File: config.mk
export PLATFORM = sky130hd
export DESIGN_NAME = ysyx_23060184_csr_ctrl
export DESIGN_NICKNAME = d
export VERILOG_FILES = /design/src/rtl/ysyx_23060184_csr_ctrl.sv
export SDC_FILE = /design/constraint.sdc
export NUM_CORES = 1
export LEC_CHECK = 0
export CAP_MARGIN = 15
export CORE_ASPECT_RATIO = 1.2
export CORE_MARGIN = 3
export CORE_UTILIZATION = 44
export DETAILED_ROUTE_END_ITERATION = 10
export GPL_TIMING_DRIVEN = 0
export PLACE_DENSITY = 0.82
export SLEW_MARGIN = 20
export SYNTH_ARGS = -nofsm -noshare
export SYNTH_HDL_FRONTEND = slang
export SYNTH_SLANG_ARGS = --single-unit
File: constraint.sdc
create_clock -name clk -period 2 [get_ports clk]
set_input_delay 0.5 -clock clk [delete_from_list [all_inputs] [get_ports clk]]
set_output_delay 0.5 -clock clk [all_outputs]
set_load 0.02 [all_outputs]
File: src/rtl/ysyx_23060184_csr_ctrl.sv
// CSR access and trap sequencer between execute and the CSR file.
// Reads the CSR, commits the write through a strobe, and returns old data or a PC redirect.
module ysyx_23060184_csr_ctrl #(
  parameter int DATA_WIDTH = 32,
  parameter int CSR_AW = 10,
  parameter int unsigned ECALL_CAUSE = 11
) (
  input  logic                  clk,
  input  logic                  rst,
  input  logic                  req_valid,
  output logic                  req_ready,
  input  logic [2:0]            req_op,
  input  logic [11:0]           req_csr,
  input  logic [DATA_WIDTH-1:0] req_src,
  input  logic                  req_src_zero,
  input  logic [DATA_WIDTH-1:0] req_pc,
  output logic [CSR_AW-1:0]     csr_raddr,
  input  logic [DATA_WIDTH-1:0] csr_rdata,
  output logic [CSR_AW-1:0]     csr_waddr,
  output logic [DATA_WIDTH-1:0] csr_wdata,
  output logic                  csr_wen,
  output logic                  csr_ecall,
  output logic                  csr_mret,
  output logic [DATA_WIDTH-1:0] csr_pc,
  output logic                  csr_wvalid,
  input  logic                  csr_pready,
  output logic                  resp_valid,
  input  logic                  resp_ready,
  output logic [DATA_WIDTH-1:0] resp_rd_data,
  output logic                  resp_redirect,
  output logic [DATA_WIDTH-1:0] resp_npc
);

  localparam logic [2:0] OP_RW    = 3'd0;
  localparam logic [2:0] OP_RS    = 3'd1;
  localparam logic [2:0] OP_RC    = 3'd2;
  localparam logic [2:0] OP_ECALL = 3'd3;
  localparam logic [2:0] OP_MRET  = 3'd4;

  typedef enum logic [1:0] {
    IDLE  = 2'd0,
    READ  = 2'd1,
    WRITE = 2'd2,
    RESP  = 2'd3
  } state_e;

  state_e state, state_next;

  logic [2:0]            op_q;
  logic [CSR_AW-1:0]     addr_q;
  logic [DATA_WIDTH-1:0] src_q;
  logic                  src_zero_q;
  logic [DATA_WIDTH-1:0] pc_q;
  logic [DATA_WIDTH-1:0] old_q;
  logic [DATA_WIDTH-1:0] wdata_q;
  logic [DATA_WIDTH-1:0] new_val;
  logic                  is_csr_op;
  logic                  is_ecall;
  logic                  is_mret;
  logic                  write_needed;
  logic                  unused_csr_hi;

  // Upper CSR address bits are decoded elsewhere; the file only sees the low bits.
  assign unused_csr_hi = ^req_csr[11:CSR_AW];

  assign is_csr_op = (op_q == OP_RW) || (op_q == OP_RS) || (op_q == OP_RC);
  assign is_ecall  = (op_q == OP_ECALL);
  assign is_mret   = (op_q == OP_MRET);
  assign write_needed = (op_q == OP_RW) || is_ecall ||
                        (((op_q == OP_RS) || (op_q == OP_RC)) && !src_zero_q);

  always_comb begin
    new_val = '0;
    case (op_q)
      OP_RW:   new_val = src_q;
      OP_RS:   new_val = csr_rdata | src_q;
      OP_RC:   new_val = csr_rdata & ~src_q;
      default: new_val = '0;
    endcase
  end

  always_ff @(posedge clk) begin
    if (rst) state <= IDLE;
    else     state <= state_next;
  end

  always_ff @(posedge clk) begin
    if (rst) begin
      op_q       <= '0;
      addr_q     <= '0;
      src_q      <= '0;
      src_zero_q <= 1'b0;
      pc_q       <= '0;
      old_q      <= '0;
      wdata_q    <= '0;
    end else begin
      if (state == IDLE && req_valid) begin
        op_q       <= req_op;
        addr_q     <= req_csr[CSR_AW-1:0];
        src_q      <= req_src;
        src_zero_q <= req_src_zero;
        pc_q       <= req_pc;
      end
      // For ECALL/MRET the read returns mtvec/mepc, which becomes the redirect target.
      if (state == READ) begin
        old_q   <= csr_rdata;
        wdata_q <= new_val;
      end
    end
  end

  always_comb begin
    state_next = state;
    case (state)
      IDLE:  if (req_valid) state_next = READ;
      READ:  state_next = write_needed ? WRITE : RESP;
      WRITE: if (csr_pready) state_next = RESP;
      RESP:  if (resp_ready) state_next = IDLE;
      default: state_next = IDLE;
    endcase
  end

  always_comb begin
    req_ready     = (state == IDLE);
    csr_raddr     = '0;
    csr_waddr     = '0;
    csr_wdata     = '0;
    csr_wen       = 1'b0;
    csr_ecall     = 1'b0;
    csr_mret      = 1'b0;
    csr_pc        = '0;
    csr_wvalid    = 1'b0;
    resp_valid    = 1'b0;
    resp_rd_data  = '0;
    resp_redirect = 1'b0;
    resp_npc      = '0;
    case (state)
      READ: begin
        csr_raddr = addr_q;
        csr_ecall = is_ecall;
        csr_mret  = is_mret;
      end
      // Write side is masked during reset so an abort never commits.
      WRITE: begin
        if (!rst) begin
          csr_wvalid = 1'b1;
          if (is_csr_op) begin
            csr_wen   = 1'b1;
            csr_waddr = addr_q;
            csr_wdata = wdata_q;
          end else if (is_ecall) begin
            csr_ecall = 1'b1;
            csr_wdata = DATA_WIDTH'(ECALL_CAUSE);
            csr_pc    = pc_q;
          end
        end
      end
      RESP: begin
        resp_valid    = 1'b1;
        resp_rd_data  = is_csr_op ? old_q : '0;
        resp_redirect = is_ecall || is_mret;
        resp_npc      = (is_ecall || is_mret) ? old_q : '0;
      end
      default: ;
    endcase
  end

endmodule

## Word-level counts from Yosys, hierarchy flattened

Cells that the tools add are included.
W data, S select, Z words.

| cells by class | value |
|---|---|
| bitwise operators | 3 |
| reduce and logical (&&, ||, !) cells | 12 |
| equal/unequal tests | 10 |
| muxes and demuxes | 34 |

Operators with widths:

| cell | number |
|---|---|
| $mux W32 | 11 |
| $pmux W32 S3 | 1 |
| $mux W10 | 4 |
| $and A32 B32 Y32 | 1 |
| $not A32 Y32 | 1 |
| $or A32 B32 Y32 | 1 |
| $mux W1 | 12 |
| $pmux W2 S4 | 1 |
| $eq A3 B2 Y1 const B | 2 |
| $logic_or A1 B1 Y1 | 6 |
| $mux W2 | 3 |
| $ne A2 B2 Y1 const B | 3 |
| $eq A2 B2 Y1 const B | 2 |
| $mux W4 | 1 |
| $eq A3 B1 Y1 const B | 1 |
| $eq A3 B3 Y1 const B | 1 |
| $logic_not A3 Y1 | 1 |
| $reduce_and A3 Y1 | 1 |
| $eq A2 B1 Y1 const B | 1 |
| $logic_and A1 B1 Y1 | 2 |
| $logic_not A2 Y1 | 1 |
| $pmux W1 S2 | 1 |
| $logic_not A1 Y1 | 1 |

| storage, ports and cells | value |
|---|---|
| bits in registers | 144 |
| logic and storage cells | 67 |
| output and inout port bits | 155 |
| bits of input ports | 117 |

## Logic depth before layout (Yosys ltp)

| logic depth | value |
|---|---|
| word-level depth | 6 |
| gate-level depth with buffers | 8 |
| mapped depth without buffers | 6 |

## Worst setup path before layout

Ideal clock, no wire load.

| timing path | value |
|---|---|
| path type | input-to-output |
| start point | in rst |
| end point | out csr_pc[10] |
| data required time | 1.500 ns |
| cell stages on the path | 6 |
| setup slack | -0.059 ns |
| buffers on the path | 3 |
| data arrival time | 1.559 ns |
| path through | buf_2 > nor2b_4 > and2_1 > buf_6 > clkbuf_2 > and3_1 |

| between the ends | value |
|---|---|
| word-level cells in the longest chain between the ends | 2 |

Ends and longest elaborated chain:

| item | RTL line | source |
|---|---|---|
| from (decl) | 9 | `input logic rst,` |
| $mux W32 | 145 | `if (!rst) begin` |
| $mux W32 | 137 | `case (state)` |
| to (decl) | 24 | `output logic [DATA_WIDTH-1:0] csr_pc,` |

No other way between the ends.

## Worst setup path in the final report

| timing path | value |
|---|---|
| start point | reg state[0] |
| end point | out csr_pc[11] |

| between the ends | value |
|---|---|
| word-level cells in the longest chain between the ends | 2 |

Ends and longest elaborated chain:

| item | RTL line | source |
|---|---|---|
| from (decl) | 47 | `state_e state, state_next;` |
| from (signal assigned) | 84 | `else state <= state_next;` |
| $eq A2 B2 Y1 | 137 |  |
| $mux W32 | 137 |  |

No other way between the ends.

==> summary.md <==
| Metric | Value |
|---|---|
| Status | `finished, violations left` |
| Failing checks | `setup timing` |
| CTS H-Tree Depth | `4` |
| Sort of element at the start of the critical path | `flip-flop` |
| Post-synthesis async set-or-reset flop share | `0%` |
| Final routed wire length divided by cell count | `19.4 microns` |
| Warnings from Yosys | `0` |
| Leakage power | `4.99 nW` |
| Die Span Y | `142 microns` |
| Final #Nets | `1283` |
| Final clock skew | `9.40 ps` |
| Worst min-delay path class | `reg -> reg` |
| Setup repair after global routing missed its margin | `yes` |
| Number of failing hold endpoints at the final stage | `0` |
| CTS tree | `done` |
| Maximum number of pins on one net before global-route repair | `17` |
| Minimum clock period | `2450 ps` |
| Post-layout power | `11.1 mW` |
| Signed area change from the synthesized netlist to the final layout | `74.1%` |
| First drt pass iteration count | `5` |
| Vias in the first global route | `7427` |
| Internal reg-to-reg setup slack | `-80 ps` |
| Power density relative to cell area | `944 nW/um^2` |
| Filler Cells Inserted | `943` |
| Routability-driven placement congestion ratio | `0.856` |
| Commonest register cell after synthesis | `dfxtp_1` |
| Total wirelength of the detailed-routed design | `26.7 mm` |
| Number of synthesized flops with an enable pin | `0` |
| Synth Register Bits | `144` |
| Residual overflow from global routing | `0` |
| Global-route wire length before repair | `40.0 mm` |
| Total Negative Setup Slacks | `-51070 ps` |
| Clock Pin Slew Worst Setup and Hold Paths | `60 ps` |
| Slew HR | `60.0%` |
| Worst slew pin tran | `601 ps` |
| Post-route antenna net violation count | `0` |
| Worst-case setup margin in the final layout | `-446 ps` |
| Hold buffers post-CTS | `0` |
| Data required time at the worst endpoint | `1500 ps` |
| Distinct cell type count after synthesis | `31` |
| Iteration-0 DRC count of the detailed router | `489` |
| FP Rows | `48` |
| Number of vias per cell after detailed routing | `5.40` |
| Leading cell type in the layout, fill and taps excluded | `buf_6` |
| Share of final-layout standard cells stronger than drive strength 1 | `37.6%` |
| Count of port buffers added during placement | `268` |
| I/O pin cnt | `272` |
| Number of vias in the routed layout | `7437` |
| Count of endpoints failing setup in the final report | `162` |
| Maximum root-to-sink buffer count | `2` |
| Global-route usage over all layers | `30.0%` |
| Post-synth design cell area | `6740 sq um` |
| Effective utilization at floorplan | `45.8%` |
| Highest ir drop seen on vdd | `0.615 mV` |
| Core Area | `14700 sq um` |
| Post-route DRC violation count | `0` |
| Synthesized area per cell | `8.11 sq um` |
| Arrival time at the worst endpoint | `1950 ps` |
| Detailed placement HPWL | `17.6 mm` |
| Maximum clock frequency | `409 MHz` |
| Net count after synthesis | `952` |
| Antenna violations before repair | `0` |
| Class of the most critical setup path | `reg -> out` |
| Top library cells by usage in the layout, fill and taps aside | `buf_6, nand2_1, dfxtp_1` |
| Max-slew violations | `0` |
| Die Outline Area | `16800 sq um` |
| Share of the clock period used by the worst path after layout | `122%` |
| Max cap viols | `0` |
| Clock latency reported for the late side of the worst-skew pair | `420 ps` |
| Register area share after synthesis | `42.8%` |
| Root buffer cell | `clkbuf_16` |
| Number of instances in the synthesized netlist | `831` |
| Clock net sink count | `144` |
| Capturing element type of the critical path | `primary output` |
| Overall die width | `119 microns` |
| Num CTS Buffers | `17` |
| Maximum fanout along the worst path | `5` |
==> path summary, 6_finish.rpt <==
kind                            cells past startpoint     start           to
worst min register to register                      2  pc_q[29]     pc_q[29]
worst max register to register                      7  state[0]  wdata_q[15]
worst max-delay path                                8  state[0]   csr_pc[11]
worst min-delay path                                2  pc_q[29]     pc_q[29]
==> area by class of cell <==
class / instances / area, sq um / area share (%)
repair buffers: 317 / 3400 / 29.0
multi-input cells: 575 / 3950 / 33.6
diodes: 1 / 2.50 / 0.0213
plain buffers: 70 / 556 / 4.73
flip-flops and latches: 144 / 2900 / 24.7
well taps: 200 / 250 / 2.13
clock buffers: 26 / 509 / 4.34
inverters: 37 / 141 / 1.20
clock inverters: 6 / 30.0 / 0.256
==> sequential cells by signal, indices dropped and copies added, names as in the netlist <==
register / cells
wdata_q: 32
addr_q: 10
state: 2
src_q: 32
op_q: 3
pc_q: 32
old_q: 32
src_zero_q: 1
==> per-stage QoR <==
step / setup slack, ps / area (sq um) / hold WS [ps] / std cells / utilization [%]
final: -446 / 11700 / 456 / 1376 / 79.7
after CTS: -444 / 11500 / 455 / 1368 / 78.2
after floorplan: -17.5 / 6870 / 430 / 831 / -
after global placement: -767 / 9800 / 437 / 1299 / 66.6
after detailed placement: -770 / 9800 / 442 / 1299 / 66.6
after global routing: -497 / 11700 / 470 / 1375 / 79.7
==> Yosys cell counts (3+ instances only) <==
| cell type | n | share of area, % |
|---|---|---|
| nand2b_1 | 3 | 0.28 |
| o21a_1 | 3 | 0.33 |
| clkbuf_2 | 7 | 0.52 |
| a21oi_1 | 109 | 8.1 |
| a22o_1 | 31 | 4.0 |
| nor2_1 | 35 | 1.9 |
| ha_1 | 4 | 0.74 |
| and3_1 | 74 | 6.9 |
| dfxtp_1 | 144 | 43 |
| inv_1 | 37 | 2.1 |
| nand2_1 | 159 | 8.9 |
| clkbuf_1 | 37 | 2.1 |
| buf_2 | 18 | 1.3 |
| o32ai_1 | 31 | 4.0 |
| buf_4 | 3 | 0.33 |
| mux2i_1 | 33 | 4.9 |
| and2_1 | 77 | 7.1 |
| buf_6 | 8 | 1.3 |
==> report_power, final <==
part	switching (mW)	total, mW	leakage [nW]	internal (mW)
clock network	1.16	2.90	0.274	1.74
registers	0.446	3.90	1.18	3.46
logic	2.27	4.27	3.54	2.00
total	3.88	11.1	4.99	7.20
==> logic make-up (layout without fill, tap and decap cells) <==
| kind of cell | Yosys count | count (layout) | share of synthesized area (%) |
|---|---|---|---|
| AND/OR/NAND/NOR | 354 | 354 | 26.0 |
| other | 0 | 1 | 0 |
| buffers and inverters | 112 | 456 | 7.76 |
| AO/OA/AOI/OAI | 183 | 183 | 17.5 |
| flip-flops | 144 | 144 | 42.8 |
| adder cells (fa/ha/maj) | 4 | 4 | 0.743 |
| multiplexers | 34 | 34 | 5.23 |
==> critical path, stage by stage (launching register included) <==
cell	delay (ps)
dfxtp_4	350
inv_4	60
ha_4	120
nor2b_4	140
and2_4	230
clkbuf_16	190
buf_8	120
and3_4	200
buf_6	110
==> routing by layer <==
| layer | GRT usage, % | wire (microns) | vias up |
|---|---|---|---|
| li1 | - | - | 3499 |
| met1 | 33.7 | 9890 | 3512 |
| met2 | 52.6 | 13700 | 347 |
| met3 | 7.14 | 1830 | 79 |
| met4 | 15.6 | 1260 | 0 |
| met5 | 0 | 0 | - |
==> timing repair <==
action / CTS / global route
gates resized for setup: 1110 / 79
setup buffers: 24 / 13
endpoints found under the hold margin: 0 / 0
pin swaps: 44 / 5
gates cloned: 13 / 3
endpoints found under the setup margin: 166 / 182
(Power assumes the default switching activity.)
